--- config.mk ---
export PLATFORM = sky130hd
export DESIGN_NAME = nemu_packet_stats
export DESIGN_NICKNAME = d
export VERILOG_FILES = /design/src/rtl/nemu_packet_stats.sv
export SDC_FILE = /design/constraint.sdc
export NUM_CORES = 2
export LEC_CHECK = 0
export CAP_MARGIN = 30
export CORE_UTILIZATION = 32
export CTS_BUF_LIST = sky130_fd_sc_hd__clkbuf_4
export DETAILED_ROUTE_END_ITERATION = 12
export PLACE_DENSITY = 0.51
export SLEW_MARGIN = 5
export SYNTH_ARGS = -nofsm -noshare
export SYNTH_HDL_FRONTEND = slang
export SYNTH_SLANG_ARGS = --single-unit
--- constraint.sdc ---
create_clock -name i_clk -period 6 [get_ports i_clk]
set_clock_uncertainty 0.1 [all_clocks]
set_input_delay 1.5 -clock i_clk [delete_from_list [all_inputs] [get_ports i_clk]]
set_output_delay 1.5 -clock i_clk [all_outputs]
set_load 0.05 [all_outputs]
--- src/rtl/nemu_packet_stats.sv ---
// nemu_packet_stats: per-node packet count and latency statistics for a network model.
// Each node keeps a saturating packet count and latency sum, plus optional min/max latency.
// Statistics accumulate only while a measurement window is open. A registered readout
// port returns one statistic per request.
// Optional feature: define NEMU_LATENCY_MINMAX_EN to build the per-node min/max latency
// registers. Without it those registers are absent and read selects 2 and 3 return 0.
//
// state    | meaning
// ---------+---------------------------------------------------------------
// IDLE     | no window open, statistics frozen, waiting for i_measure
// MEASURE  | window open, valid arrivals update per-node statistics
// HOLD     | window closed, results frozen for readout until clear or re-measure

module nemu_packet_stats #(
    parameter int PORTS = 8,
    parameter int CNT_W = 16,
    parameter int LAT_W = 32,
    parameter int TS_W  = 32,
    localparam int SRC_W = (PORTS > 1) ? $clog2(PORTS) : 1
) (
    input  logic                   i_clk,
    input  logic                   reset_n,
    input  logic [PORTS-1:0]       i_rx_valid,
    input  logic [PORTS*SRC_W-1:0] i_rx_source,
    input  logic [PORTS*SRC_W-1:0] i_rx_dest,
    input  logic [PORTS*TS_W-1:0]  i_rx_ts,
    input  logic [TS_W-1:0]        i_timestamp,
    input  logic                   i_measure,
    input  logic                   i_clear,
    input  logic                   i_rd_en,
    input  logic [SRC_W-1:0]       i_rd_port,
    input  logic [1:0]             i_rd_sel,
    output logic                   o_rd_valid,
    output logic [LAT_W-1:0]       o_rd_data,
    output logic [1:0]             o_state,
    output logic [31:0]            o_total_pkt_count,
    output logic [PORTS-1:0]       o_dest_error,
    output logic [PORTS-1:0]       o_sat
);

    // One extra bit so a latency add that overflows the accumulator is visible.
    localparam int SUM_W = ((LAT_W > TS_W) ? LAT_W : TS_W) + 1;
    localparam logic [CNT_W-1:0] CNT_MAX = {CNT_W{1'b1}};
    localparam logic [LAT_W-1:0] LAT_MAX = {LAT_W{1'b1}};

    typedef enum logic [1:0] {
        ST_IDLE    = 2'd0,
        ST_MEASURE = 2'd1,
        ST_HOLD    = 2'd2
    } state_t;

    state_t state_q;
    state_t state_d;
    logic   meas_en;

    logic [CNT_W-1:0] cnt_q   [PORTS];
    logic [LAT_W-1:0] sum_q   [PORTS];
    logic [TS_W-1:0]  lat     [PORTS];
    logic [SUM_W-1:0] sum_ext [PORTS];
    logic [SRC_W-1:0] dest    [PORTS];
    logic [PORTS-1:0] sat_q;
    logic [PORTS-1:0] derr_q;
    logic [31:0]      total_q;
    logic [31:0]      rx_pop;
    logic [LAT_W-1:0] rd_mux;
    logic             rd_valid_q;
    logic [LAT_W-1:0] rd_data_q;

    // The source field carries no statistic of its own; it is only reduced to keep it sunk.
    logic unused_src;
    assign unused_src = ^i_rx_source;

    // State register.
    always_ff @(posedge i_clk) begin
        if (!reset_n) begin
            state_q <= ST_IDLE;
        end else begin
            state_q <= state_d;
        end
    end

    // Next-state logic; clear only matters for the state while holding results.
    always_comb begin
        state_d = state_q;
        case (state_q)
            ST_IDLE: begin
                if (i_measure) state_d = ST_MEASURE;
            end
            ST_MEASURE: begin
                if (!i_measure) state_d = ST_HOLD;
            end
            ST_HOLD: begin
                if (i_clear)        state_d = ST_IDLE;
                else if (i_measure) state_d = ST_MEASURE;
            end
            default: state_d = ST_IDLE;
        endcase
    end

    // FSM outputs.
    always_comb begin
        o_state = state_q;
        meas_en = (state_q == ST_MEASURE);
    end

    // Per-node sample latency (wraps with the timestamp), widened sum and dest field.
    always_comb begin
        for (int k = 0; k < PORTS; k++) begin
            lat[k]     = i_timestamp - i_rx_ts[k*TS_W +: TS_W];
            sum_ext[k] = SUM_W'(sum_q[k]) + SUM_W'(lat[k]);
            dest[k]    = i_rx_dest[k*SRC_W +: SRC_W];
        end
    end

    // Per-node count, latency sum and sticky flags; clear beats a same-cycle arrival.
    always_ff @(posedge i_clk) begin
        if (!reset_n || i_clear) begin
            for (int k = 0; k < PORTS; k++) begin
                cnt_q[k] <= '0;
                sum_q[k] <= '0;
            end
            sat_q  <= '0;
            derr_q <= '0;
        end else if (meas_en) begin
            for (int k = 0; k < PORTS; k++) begin
                if (i_rx_valid[k]) begin
                    if (cnt_q[k] == CNT_MAX) begin
                        sat_q[k] <= 1'b1;
                    end else begin
                        cnt_q[k] <= cnt_q[k] + 1'b1;
                    end
                    if (sum_ext[k] > SUM_W'(LAT_MAX)) begin
                        sum_q[k] <= LAT_MAX;
                        sat_q[k] <= 1'b1;
                    end else begin
                        sum_q[k] <= sum_ext[k][LAT_W-1:0];
                    end
                    if (dest[k] != SRC_W'(k)) begin
                        derr_q[k] <= 1'b1;
                    end
                end
            end
        end
    end

`ifdef NEMU_LATENCY_MINMAX_EN
    logic [TS_W-1:0] min_q [PORTS];
    logic [TS_W-1:0] max_q [PORTS];

    // Per-node min/max latency; min restarts at all-ones so the first sample always lands.
    always_ff @(posedge i_clk) begin
        if (!reset_n || i_clear) begin
            for (int k = 0; k < PORTS; k++) begin
                min_q[k] <= '1;
                max_q[k] <= '0;
            end
        end else if (meas_en) begin
            for (int k = 0; k < PORTS; k++) begin
                if (i_rx_valid[k]) begin
                    if (lat[k] < min_q[k]) min_q[k] <= lat[k];
                    if (lat[k] > max_q[k]) max_q[k] <= lat[k];
                end
            end
        end
    end
`endif

    // Population count of this cycle's arrivals.
    always_comb begin
        rx_pop = '0;
        for (int k = 0; k < PORTS; k++) begin
            rx_pop = rx_pop + 32'(i_rx_valid[k]);
        end
    end

    // Free-running arrival total, counted in every state and untouched by clear.
    always_ff @(posedge i_clk) begin
        if (!reset_n) begin
            total_q <= '0;
        end else begin
            total_q <= total_q + rx_pop;
        end
    end

    // Readout select from the registered statistics; out-of-range nodes read 0.
    always_comb begin
        rd_mux = '0;
        if (32'(i_rd_port) < 32'(PORTS)) begin
            case (i_rd_sel)
                2'd0:    rd_mux = LAT_W'(cnt_q[i_rd_port]);
                2'd1:    rd_mux = sum_q[i_rd_port];
`ifdef NEMU_LATENCY_MINMAX_EN
                2'd2:    rd_mux = LAT_W'(min_q[i_rd_port]);
                2'd3:    rd_mux = LAT_W'(max_q[i_rd_port]);
`endif
                default: rd_mux = '0;
            endcase
        end
    end

    // Readout response register; data holds between requests.
    always_ff @(posedge i_clk) begin
        if (!reset_n) begin
            rd_valid_q <= 1'b0;
            rd_data_q  <= '0;
        end else begin
            rd_valid_q <= i_rd_en;
            if (i_rd_en) rd_data_q <= rd_mux;
        end
    end

    assign o_rd_valid        = rd_valid_q;
    assign o_rd_data         = rd_data_q;
    assign o_total_pkt_count = total_q;
    assign o_dest_error      = derr_q;
    assign o_sat             = sat_q;

endmodule

# Yosys cells after proc, flatten, opt, wreduce, memory -nomap -nowiden
# Memory sizes are Yosys's and may differ from the RTL's.
# Index checks and enable logic that the tools add are counted.
# totals
ff_bits	83
mem_bits_rw	384
in_bits	354
out_inout_bits	83
elab_cells	301
n_memories	2
# classes
addsub	32
order_cmp	8
eq_ne	19
n_mux	167
n_bitwise	24
n_reduce_logical	29
# mem_list
memory	depth	width	rd	rd_ports_with_merged_regs	wr	line_no	source
sum_q	8	32	9	0	8	57	logic [LAT_W-1:0] sum_q [PORTS];
cnt_q	8	16	9	0	8	56	logic [CNT_W-1:0] cnt_q [PORTS];
# op_table
cell	count
32-bit two-way mux	16
32-bit by 32-bit adder with 33-bit output	8
33-bit by 32-bit > comparator with 1-bit output, second input constant	8
32-bit subtractor	8
1-bit two-way mux	138
16-bit by 1-bit adder with 16-bit output, second input constant	8
16-bit == test, second input constant	8
16-bit two-way mux	8
32-bit one-hot mux with 2 select lines	1
3-bit AND reduction	16
32-bit by 8-bit adder with 32-bit output	1
1-bit OR	24
2-bit nonzero test	8
3-bit inequality test, second input constant	4
7-bit by 1-bit adder with 8-bit output	1
6-bit by 1-bit adder with 7-bit output	1
5-bit by 1-bit adder with 6-bit output	1
2-bit two-way mux	3
3-bit by 2-bit inequality test with 1-bit output, second input constant	2
2-bit one-hot mux with 3 select lines	1
4-bit by 1-bit adder with 5-bit output	1
3-bit by 1-bit adder with 4-bit output	1
2-bit by 1-bit == test with 1-bit output, second input constant	2
2-bit zero test	2
8 further kinds	8

# Logic depth before layout (Yosys ltp)
# logic_depth
ltp_word	10
mapped_depth	28
mapped_depth_nobuf	27

# Least setup slack after synthesis
# OpenSTA, ideal clock, no wires.
# synth_timing
kind	input port to flip-flop
from	in i_timestamp[0]
to	mem sum_q[0][1], data pin
setup_time_ns	0.267
arrival_ns	6.092
t_required_ns	5.633
path_slack_ns	-0.459
stages	28
n_path_buf	1
cell_sequence	inv_1 -> ha_1 -> inv_1 -> fa_1 -> a21o_1 -> a21o_1 -> a21oi_1 -> o21ai_0 -> nand3_1 -> nand2_1 -> o21ai_0 -> nand2b_1 -> a21o_1 -> a21oi_1 -> xnor2_1 -> ha_1 -> and3_1 -> a31oi_1 -> o221ai_1 -> o21ba_2 -> o31ai_1 -> a22oi_1 -> o21ai_0 -> nor4_1 -> nor3b_1 -> nor2_1 -> clkbuf_1 -> a21oi_1
# synth_lines
item	line_no	source
start, declared	27	input logic [TS_W-1:0] i_timestamp,
end, declared	57	

# Worst setup path in the final report
# layout_timing
from	in i_timestamp[10]
to	reg sat_q[2], in the netlist o_sat[2]
# layout_between
elab_chain_cells	5
word_cells_on_any_way	6
classes_between	2 x add/sub; 1 x order compare; 1 x mux; 2 x reduce/logical
# layout_rtl
item	line_no	source
32-bit subtractor (*)	109	lat[k] = i_timestamp - i_rx_ts[k*TS_W +: TS_W];
32-bit by 32-bit adder with 33-bit output (*)	110	sum_ext[k] = SUM_W'(sum_q[k]) + SUM_W'(lat[k]);
33-bit by 32-bit > comparator with 1-bit output (*)	132	if (sum_ext[k] > SUM_W'(LAT_MAX)) begin
2-bit nonzero test (no source line)	n/a	
3-bit AND reduction (no source line)	n/a	
end signal, assigned	122	sat_q <= '0;
end signal, assigned by index	128	sat_q[k] <= 1'b1;
end signal, assigned by index	134	sat_q[k] <= 1'b1;
end, declared	61	logic [PORTS-1:0] sat_q;
# Mark *: on every way between the ends. The rest lies on a longest branch, timed or not.
# A chain may end at the register's enable or synchronous reset.

==> flow_summary.yaml <==
clocking:
  path_clk_slew_ns: 0.07
  cts.sinks: 467
  cts_root_buffer: "clkbuf_4"
  clk_latency_ns: 1.12
  htreeDepth: 4
  holdBufCountCts: 0
  clockBufferDepth: 3
  cts_buffers: 143
  cts_tree: "yes"
placement:
  hpwl_mm: 145
  routabilityCongestion: 0.944
  dp.cells: 8763
  port_buffers: 412
synthesis:
  synth_nets: 6244
  synthCells: 5311
  yosysWarningCount: 0
  ys_types: 74
  synth_top_area_cell: "edfxtp_1"
  syn_area_per_cell_sq_um: 8.85
  ys_top_cells_by_area: "edfxtp_1, ha_1, a21oi_1, xnor2_1, mux4_2"
  synthFlopType: "edfxtp_1"
  synth-edff-count: 384
  synth-seq-area-share_pct: 28.1
  ys_ff_latch: 467
  synthArstFlopShare_pct: 0
  synthesis.area_sq_um: 47000
  yosys.area.top_type_share_pct: 24.5
power:
  power_uw: 15000
  p_per_area_nw_per_um2: 227
  peakVddDrop_uv: 192
  p_leak_uw: 0.0307
floorplan:
  io_pins: 437
  rows: 140
  die_h_um: 385
  coreArea_sq_um: 146000
  initial_core_util_pct: 32.2
  die_w_um: 385
  dieArea_sq_um: 148000
global_route:
  grt_overflow: 0
  grt_max_degree: 69
  antenna_found_initial: 11
  track_usage_pct: 23.0
  grt_first_pass_wirelength_mm: 259
  grt_pass1_vias: 44034
cells_and_area:
  multi_input_area_sq_um: 32500
  ff_latch_area_sq_um: 13200
  final_cell_mix: "buf_4, a21oi_1, ha_1"
  post-route-util_pct: 45.4
  syn_to_final_growth_pct: 40.7
  final_common_cell: "buf_4"
  n_fill_cell: 14388
  layout-drive-gt1-share_pct: 25.9
  nets: 7964
  fin_cells: 9064
timing:
  min_period_ns: 5.95
  tns_ns: 0
  tightest_slew_ns: 0.958
  hold_violations: 0
  slew_violations: 0
  grt_setup_unrepaired: "yes"
  max-slew-margin-rel_pct: 36.1
  hold_ws_ns: 0.351
  setup_viol: 0
  fin_crit_sh_pct: 99.2
  fmax_ghz: 0.168
setup_path:
  crit_path_end_kind: "flip-flop"
  cp-start-kind: "primary input"
  crit_fanout: 10
  path_class: "in2reg"
  arrival_ns: 6.85
  worst_ep_required_time_ns: 6.90
outcome:
  status: "finished clean"
detailed_routing:
  vias: 45832
  firstDrtPassIters: 6
  drt-total-wl_mm: 175
  drc: 0
  wl_per_cell_um: 19.4
  via_per_inst: 5.06
  initialDrtViolationCount: 2940
  ant_nets: 0
hold_path:
  min_path_type: "reg2reg"
run:
  maxCapViolations: 0
==> per-layer routing <==
| metal | GRT usage [%] | part of all wire, % | vias up |
|---|---|---|---|
| met3 | 3.99 | 5.7 | 218 |
| li1 | - | - | 22892 |
| met2 | 37.9 | 47 | 1123 |
| met1 | 29.4 | 44 | 21593 |
| met5 | 0 | 0.027 | - |
| met4 | 10.2 | 3.8 | 6 |
==> worst paths after layout <==
check / endpoint / depth (start not counted) / from / slack (ns)
max: o_sat[2] / 27 / i_timestamp[10] / 0.05
min: o_dest_error[2] / 2 / o_dest_error[2] / 0.35
max reg2reg: sum_q[4][24] / 16 / sum_q[4][0] / 2.01
min reg2reg: o_dest_error[2] / 2 / o_dest_error[2] / 0.35
==> stage by stage <==
step,area [sq um],setup slack (ns)
final,66100,0.0458
after global routing,66100,-0.0388
after CTS,65100,-0.0232
after detailed placement,63000,-1.37
after global placement,63000,-1.31
after floorplan,47300,-0.163
==> registers in the layout (all words and copies together), names as in the netlist <==
| signal | cells |
|---|---|
| o_sat | 8 |
| cnt_q | 128 |
| sum_q | 256 |
| o_rd_valid | 1 |
| o_rd_data | 32 |
| o_state | 2 |
| o_total_pkt_count | 32 |
| o_dest_error | 8 |
==> cells by family (layout without fill, tap and decap cells) <==
kind of cell | count (synthesis) | in the layout | synth area share, %
AND/OR/NAND/NOR | 1359 | 1359 | 14.0
flip-flops | 467 | 467 | 28.1
AO/OA/AOI/OAI | 1600 | 1600 | 20.9
XOR/XNOR | 567 | 567 | 10.6
buffers and inverters | 606 | 2437 | 4.89
multiplexers | 133 | 133 | 5.81
adder cells (fa/ha/maj) | 579 | 579 | 15.8
other | 0 | 5 | 0
==> cell usage after synthesis (all sizes together) (8+ instances only) <==
master	count
o22ai	45
clkbuf	108
a221oi	10
nor3	57
o211ai	28
o21bai	56
nor3b	15
dfxtp	83
and2	84
a211o	14
nand4	46
nor2b	80
nand2b	50
mux2i	21
or2	28
and4	12
o31ai	23
buf	26
nand2	304
and3	79
a31o	8
a21o	226
xnor2	314
o21a	75
nand3	136
xor2	253
edfxtp	384
a21oi	659
ha	558
or3	31
nor4	9
mux4	112
inv	472
a21boi	19
o221ai	9
fa	21
a31oi	46
a211oi	37
a41oi	10
o21ai	256
nor2	408
==> report_power, final <==
part | total [uW] | switching (uW) | internal, uW
clock network | 3270 | 1590 | 1680
registers | 3910 | 191 | 3720
logic | 7810 | 3830 | 3980
==> worst max-delay path, cell delays in order <==
cell             delay, ns
clkdlybuf4s50_1       0.44
buf_12                0.17
buf_4                 0.15
ha_1                  0.29
nand4_1               0.14
or3_1                 0.33
o21ai_0               0.08
a21oi_1               0.06
buf_4                 0.17
nor2b_1               0.14
buf_4                 0.16
o21bai_1              0.12
a21oi_1               0.09
xnor2_1               0.21
ha_1                  0.29
a21oi_1               0.15
o211ai_1              0.15
a221oi_2              0.32
nor3b_2               0.25
a21oi_2               0.09
a41o_1                0.28
a221oi_2              0.27
o21ai_1               0.12
a21oi_2               0.21
buf_12                0.17
a21oi_1               0.24
a21o_1                0.23
==> cell type report <==
| class | count | area share [%] |
|---|---|---|
| clock buffer | 215 | 2.44 |
| multi-input combinational | 4238 | 49.1 |
| sequential | 467 | 20.0 |
| inverter | 472 | 2.69 |
| clock inverter | 41 | 0.303 |
| antenna | 5 | 0.0189 |
| timing repair buffer | 1709 | 21.9 |
| tap | 1917 | 3.63 |
==> repair_timing <==
| item | 4_1_cts | 5_1_grt |
|---|---|---|
| resized for setup | 30 | 150 |
| gates cloned | 3 | 5 |
| pin swaps | 11 | 92 |
| endpoints found under the setup margin | 153 | 264 |
| setup buffers | 4 | 25 |
(Power assumes the default switching activity.)
